### src/rtl/sram_fifo_ctrl_if.sv
// Stream and SRAM bus bundle for sram_fifo_ctrl: producer/consumer handshakes,
// occupancy, and the single-port SRAM initiator signals.
interface sram_fifo_ctrl_if #(
    parameter int unsigned DW = 152,
    parameter int unsigned AW = 4
);
    logic          in_valid;
    logic          in_ready;
    logic [DW-1:0] in_data;
    logic          out_valid;
    logic          out_ready;
    logic [DW-1:0] out_data;
    logic [AW+1:0] count;
    logic          sram_cen;
    logic          sram_wen;
    logic [AW-1:0] sram_a;
    logic [DW-1:0] sram_d;
    logic [DW-1:0] sram_q;

    modport master (
        input  in_valid, in_data, out_ready, sram_q,
        output in_ready, out_valid, out_data, count,
               sram_cen, sram_wen, sram_a, sram_d
    );

    modport slave (
        output in_valid, in_data, out_ready, sram_q,
        input  in_ready, out_valid, out_data, count,
               sram_cen, sram_wen, sram_a, sram_d
    );
endinterface

### src/rtl/sram_fifo_ctrl.sv
// Valid/ready FIFO built on a single-port synchronous SRAM with a 2-entry output buffer.
// Optional macro WRITE_PRIORITY_EN: writes win arbitration instead of reads.
module sram_fifo_ctrl #(
    parameter int unsigned DW = 152,
    parameter int unsigned AW = 4
) (
    input logic            CLK,
    input logic            RESET_N,
    sram_fifo_ctrl_if.master bus
);
    localparam int unsigned DEPTH = 2 ** AW;

    logic [AW-1:0] wr_ptr;
    logic [AW-1:0] rd_ptr;
    logic [AW:0]   mem_cnt;
    logic          rd_pend;
    logic [1:0]    ob_cnt;
    logic [DW-1:0] ob0;
    logic [DW-1:0] ob1;
    logic [AW+1:0] count_q;

    logic          pop;
    logic          rd_ok;
    logic          not_full;
    logic          read_issue;
    logic          write_issue;
    logic [2:0]    ob_load;

    always_comb begin
        // in_ready is held low while reset is asserted so the SRAM stays idle
        not_full = RESET_N && (mem_cnt != (AW+1)'(DEPTH));
        pop      = (ob_cnt != 2'd0) && bus.out_ready;
        ob_load  = {1'b0, ob_cnt} + {2'b00, rd_pend} - {2'b00, pop};
        rd_ok    = (mem_cnt != '0) && (ob_load < 3'd2);
`ifdef WRITE_PRIORITY_EN
        bus.in_ready = not_full;
        write_issue  = bus.in_valid && not_full;
        read_issue   = rd_ok && !write_issue;
`else
        bus.in_ready = not_full && !rd_ok;
        write_issue  = bus.in_valid && not_full && !rd_ok;
        read_issue   = rd_ok;
`endif
        bus.sram_cen = 1'b1;
        bus.sram_wen = 1'b1;
        bus.sram_a   = '0;
        if (read_issue) begin
            bus.sram_cen = 1'b0;
            bus.sram_a   = rd_ptr;
        end else if (write_issue) begin
            bus.sram_cen = 1'b0;
            bus.sram_wen = 1'b0;
            bus.sram_a   = wr_ptr;
        end
        bus.sram_d    = bus.in_data;
        bus.out_valid = (ob_cnt != 2'd0);
        bus.out_data  = ob0;
        bus.count     = count_q;
    end

    always_ff @(posedge CLK or negedge RESET_N) begin
        if (!RESET_N) begin
            wr_ptr  <= '0;
            rd_ptr  <= '0;
            mem_cnt <= '0;
            rd_pend <= 1'b0;
            ob_cnt  <= '0;
            count_q <= '0;
        end else begin
            if (write_issue) wr_ptr <= wr_ptr + 1'b1;
            if (read_issue)  rd_ptr <= rd_ptr + 1'b1;
            if (write_issue && !read_issue)      mem_cnt <= mem_cnt + 1'b1;
            else if (read_issue && !write_issue) mem_cnt <= mem_cnt - 1'b1;
            rd_pend <= read_issue;
            if (rd_pend && !pop)      ob_cnt <= ob_cnt + 1'b1;
            else if (!rd_pend && pop) ob_cnt <= ob_cnt - 1'b1;
            if (write_issue && !pop)      count_q <= count_q + 1'b1;
            else if (!write_issue && pop) count_q <= count_q - 1'b1;
        end
    end

    // Output buffer payload: ob0 is the head, ob1 only ever holds the second word.
    always_ff @(posedge CLK) begin
        if (rd_pend) begin
            if (pop) begin
                if (ob_cnt == 2'd2) begin
                    ob0 <= ob1;
                    ob1 <= bus.sram_q;
                end else begin
                    ob0 <= bus.sram_q;
                end
            end else if (ob_cnt == 2'd0) begin
                ob0 <= bus.sram_q;
            end else begin
                ob1 <= bus.sram_q;
            end
        end else if (pop) begin
            ob0 <= ob1;
        end
    end
endmodule

### src/flat_wrapper.sv
// flat-port wrapper written by rule: the top's interface ports become plain ports
module sram_fifo_ctrl_flat 
#(
    parameter int unsigned DW = 152,
    parameter int unsigned AW = 4
)
  (CLK, RESET_N, bus_in_valid, bus_in_data, bus_out_ready, bus_sram_q, bus_in_ready, bus_out_valid, bus_out_data, bus_count, bus_sram_cen, bus_sram_wen, bus_sram_a, bus_sram_d);
  sram_fifo_ctrl_if #(.DW(DW), .AW(AW)) bus_i ();
  input logic CLK;
  input logic RESET_N;
  input wire logic [$bits(bus_i.in_valid)-1:0] bus_in_valid;
  input wire logic [$bits(bus_i.in_data)-1:0] bus_in_data;
  input wire logic [$bits(bus_i.out_ready)-1:0] bus_out_ready;
  input wire logic [$bits(bus_i.sram_q)-1:0] bus_sram_q;
  output wire logic [$bits(bus_i.in_ready)-1:0] bus_in_ready;
  output wire logic [$bits(bus_i.out_valid)-1:0] bus_out_valid;
  output wire logic [$bits(bus_i.out_data)-1:0] bus_out_data;
  output wire logic [$bits(bus_i.count)-1:0] bus_count;
  output wire logic [$bits(bus_i.sram_cen)-1:0] bus_sram_cen;
  output wire logic [$bits(bus_i.sram_wen)-1:0] bus_sram_wen;
  output wire logic [$bits(bus_i.sram_a)-1:0] bus_sram_a;
  output wire logic [$bits(bus_i.sram_d)-1:0] bus_sram_d;
  assign bus_i.in_valid = bus_in_valid;
  assign bus_i.in_data = bus_in_data;
  assign bus_i.out_ready = bus_out_ready;
  assign bus_i.sram_q = bus_sram_q;
  assign bus_in_ready = bus_i.in_ready;
  assign bus_out_valid = bus_i.out_valid;
  assign bus_out_data = bus_i.out_data;
  assign bus_count = bus_i.count;
  assign bus_sram_cen = bus_i.sram_cen;
  assign bus_sram_wen = bus_i.sram_wen;
  assign bus_sram_a = bus_i.sram_a;
  assign bus_sram_d = bus_i.sram_d;
  sram_fifo_ctrl #(.DW(DW), .AW(AW)) u_core (.CLK(CLK), .RESET_N(RESET_N), .bus(bus_i));
endmodule
### config.mk
export PLATFORM = sky130hd
export DESIGN_NAME = sram_fifo_ctrl_flat
export DESIGN_NICKNAME = d
export VERILOG_FILES = /design/src/rtl/sram_fifo_ctrl_if.sv /design/src/rtl/sram_fifo_ctrl.sv /design/src/flat_wrapper.sv
export SDC_FILE = /design/constraint.sdc
export NUM_CORES = 1
export LEC_CHECK = 0
export CORE_AREA = 3 3 243 245
export DETAILED_ROUTE_END_ITERATION = 8
export DIE_AREA = 0 0 246 248
export PLACE_DENSITY = 0.53
export SLEW_MARGIN = 20
export SYNTH_ARGS = -nofsm -noshare
export SYNTH_HDL_FRONTEND = slang
export SYNTH_SLANG_ARGS = --single-unit
### constraint.sdc
create_clock -name CLK -period 12.5 [get_ports CLK]
set_clock_uncertainty 0.2 [all_clocks]
set_input_delay 3.75 -clock CLK [delete_from_list [all_inputs] [get_ports CLK]]
set_output_delay 3.75 -clock CLK [all_outputs]
set_load 0.05 [all_outputs]
==> impl_metrics.toml <==
[status]
outcome = "finished clean"

[placement]
post_dp_cell_area_um2 = 16500
numPortBuffers = 321
place.gp.congestion = 0.740
dp_hpwl_um = 24800

[sta]
clock.fmax_ghz = 0.0901
fin_crit_ns = 11.10
tightest_slew_ns = 1.04
fin_crit_sh = 0.888
fin_setup_tns_ns = 0
report.final.hold_viol_count = 0
hold-worst-slack_ns = 0.273
slew_headroom = 0.305
setup_violations = 0
slew_viol_final = 0
rsz0062_at_grt = "no"

[critical_path]
worstPathRequired_ns = 8.55
start_kind = "primary input"
crit_fanout = 11
cp.arrival_ns = 7.15
cp-end-kind = "output port"
critPathKind = "primary input to output port"

[floorplan]
io-pin-count = 626
die_h_um = 248
num_rows = 88
initial_core_util = 0.235
die_width_um = 246
fp.dieArea_um2 = 61000
core_area_um2 = 57400

[yosys]
syn_area_um2 = 13500
synth_edf_count = 304
ys.flop_type = "edfxtp_1"
ys_seq_area_frac = 0.719
synth_seq_cells = 326
synth_top_cell_by_area = "edfxtp_1"
synthCells = 753
async_flop_share = 0.0675
syn_nets = 1075
synth_top_area_share = 0.678
synthTopCellsByArea = "edfxtp_1, mux2_2, buf_4, dfrtp_1, ha_1"
synth_cell_types = 37
yosysWarnings = 0
syn_area_per_cell_um2 = 17.9

[global_route]
grt_pass1_vias = 7280
antenna_found_initial = 1
grt_pass1_wl_um = 49700
grtUsageTotal = 0.110
gr-total-overflow = 0
grt_max_degree = 73

[finish]
syn_to_final_growth_pct = 32.6
drive_above_1_share = 0.238
diodes = 0
nets = 1274
fillCellCount = 5608
stdcell_area_um2 = 17900

[route]
drt-vias-per-instance = 4.00
ant_nets = 0
wirelength_um = 35400
wl_per_cell_um = 20.2
drt_iter0_drc = 325
drt_first_pass_iters = 5
via_count = 6989
drc = 0

[clock_network]
cts-root-buf = "clkbuf_16"
htree_levels = 2
clkTransAtPathRegs_ns = 0.06
cts_setup_buffers = 0
cts.sinks = 326
cts_max_path_buffers = 3
cts-resized-gates = 0
cts_buffers = 40
postCtsHoldBufs = 0
insertion_delay_ns = 0.56
cts_tree = "done"

[power_and_ir_drop]
p_leak_nw = 6.07
ir_worst_vdd_mv = 0.220
power.density_nw_per_um2 = 284

[worst_hold_path]
min_path_type = "flip-flop to flip-flop"

[run]
max-cap-violations = 0
==> path summary, 6_finish.rpt <==
path / start / endpoint / slack [ns] / cells after the start
setup reg to reg: u_core.ob_cnt[1] / u_core.bus.count[5] / 7.97 / 15
min in group asynchronous: RESET_N / u_core.bus.count[5] / 3.43 / 1
setup / recovery: bus_out_ready / bus_sram_wen / 1.40 / 10
hold / removal: u_core.bus.count[5] / u_core.bus.count[5] / 0.27 / 1
max in group asynchronous: RESET_N / u_core.rd_ptr[1] / 8.06 / 2
hold reg to reg: u_core.bus.count[5] / u_core.bus.count[5] / 0.27 / 1
==> logic make-up after synthesis <==
kind of cell,count (synthesis),synth area share
flip-flops,326,0.719
buffers and inverters,181,0.0950
multiplexers,159,0.134
AND/OR/NAND/NOR,31,0.0136
AO/OA/AOI/OAI,23,0.0118
XOR/XNOR,19,0.0124
adder cells (fa/ha/maj),14,0.0147
==> cell usage after synthesis, types with 2 or more instances <==
cell        n
o21ai_0     5
fa_1        3
mux2_1      2
a22o_1      4
nand2b_1    2
xnor2_1    12
buf_4     152
nand2_1    12
ha_1       11
dfrtp_1    22
a21oi_1     5
nor4_1      3
edfxtp_1  304
buf_2      17
nand4_1     2
mux2_2    155
a21o_1      4
xor2_1      7
and3_1      2
inv_1       9
a211oi_1    2
nor2_1      3
==> power by group <==
group	leakage [nW]	switching (mW)	internal, mW	total, mW
Clock	0.668	0.472	0.729	1.20
Combinational	2.28	1.35	0.735	2.08
Sequential	3.13	0.120	1.67	1.79
==> registers in the layout, summed over array words and instances (netlist names) <==
name and count:
u_core.mem_cnt 5, u_core.bus.out_data 152, u_core.rd_ptr 4, u_core.rd_pend 1, u_core.wr_ptr 4, u_core.ob_cnt 2
u_core.ob1 152, u_core.bus.count 6
==> critical path, cell delays in order <==
cell,delay [ns]
clkdlybuf4s50_1,0.54
nand2_1,0.07
ha_1,0.31
nand2b_1,0.18
fa_1,0.54
inv_1,0.06
or3_1,0.41
and4_4,0.26
inv_1,0.13
clkdlybuf4s50_1,0.88
==> layer usage <==
layer	vias to the layer above	wire length, µm	global-route usage	share of wire
met1	3418	12500	0.118	0.35
met4	0	1430	0.0537	0.040
met5	-	0	0	0
met3	114	4740	0.0623	0.13
li1	3079	-	-	-
met2	378	16700	0.175	0.47
==> stage by stage <==
step                total power, mW  cells  setup slack (ns)  utilization
CTS                            5.17   1749              1.39        0.311
floorplan                      3.40    753              2.64            -
detailed placement             3.92   1675              1.41        0.287
global placement               3.91   1675              1.44        0.287
global route                   5.32   1749              1.26        0.311
finish                         5.07   1749              1.40        0.311
==> final cells by class <==
class                   instances  area (µm²)  share of cell area
clock inverters                29         338              0.0189
clock buffers                  45        1040              0.0583
multi-input cells             246        2530               0.142
repair buffers                329        3270               0.183
well taps                     765         957              0.0536
flip-flops and latches        326        9680               0.542
inverters                       9        33.8             0.00189
==> placed cells by master (no fill, tap or decap), types with 5 or more instances in the layout <==
master,instances
inv_1,9
clkbuf_16,41
a21oi_1,5
mux2_2,155
buf_4,8
xor2_1,7
clkdlybuf4s50_1,321
edfxtp_1,304
clkinv_1,7
clkinv_2,9
bufinv_16,6
nand2_1,11
dfrtp_1,22
xnor2_1,12
ha_1,11
Note: power is estimated with default switching activity, not from simulation.
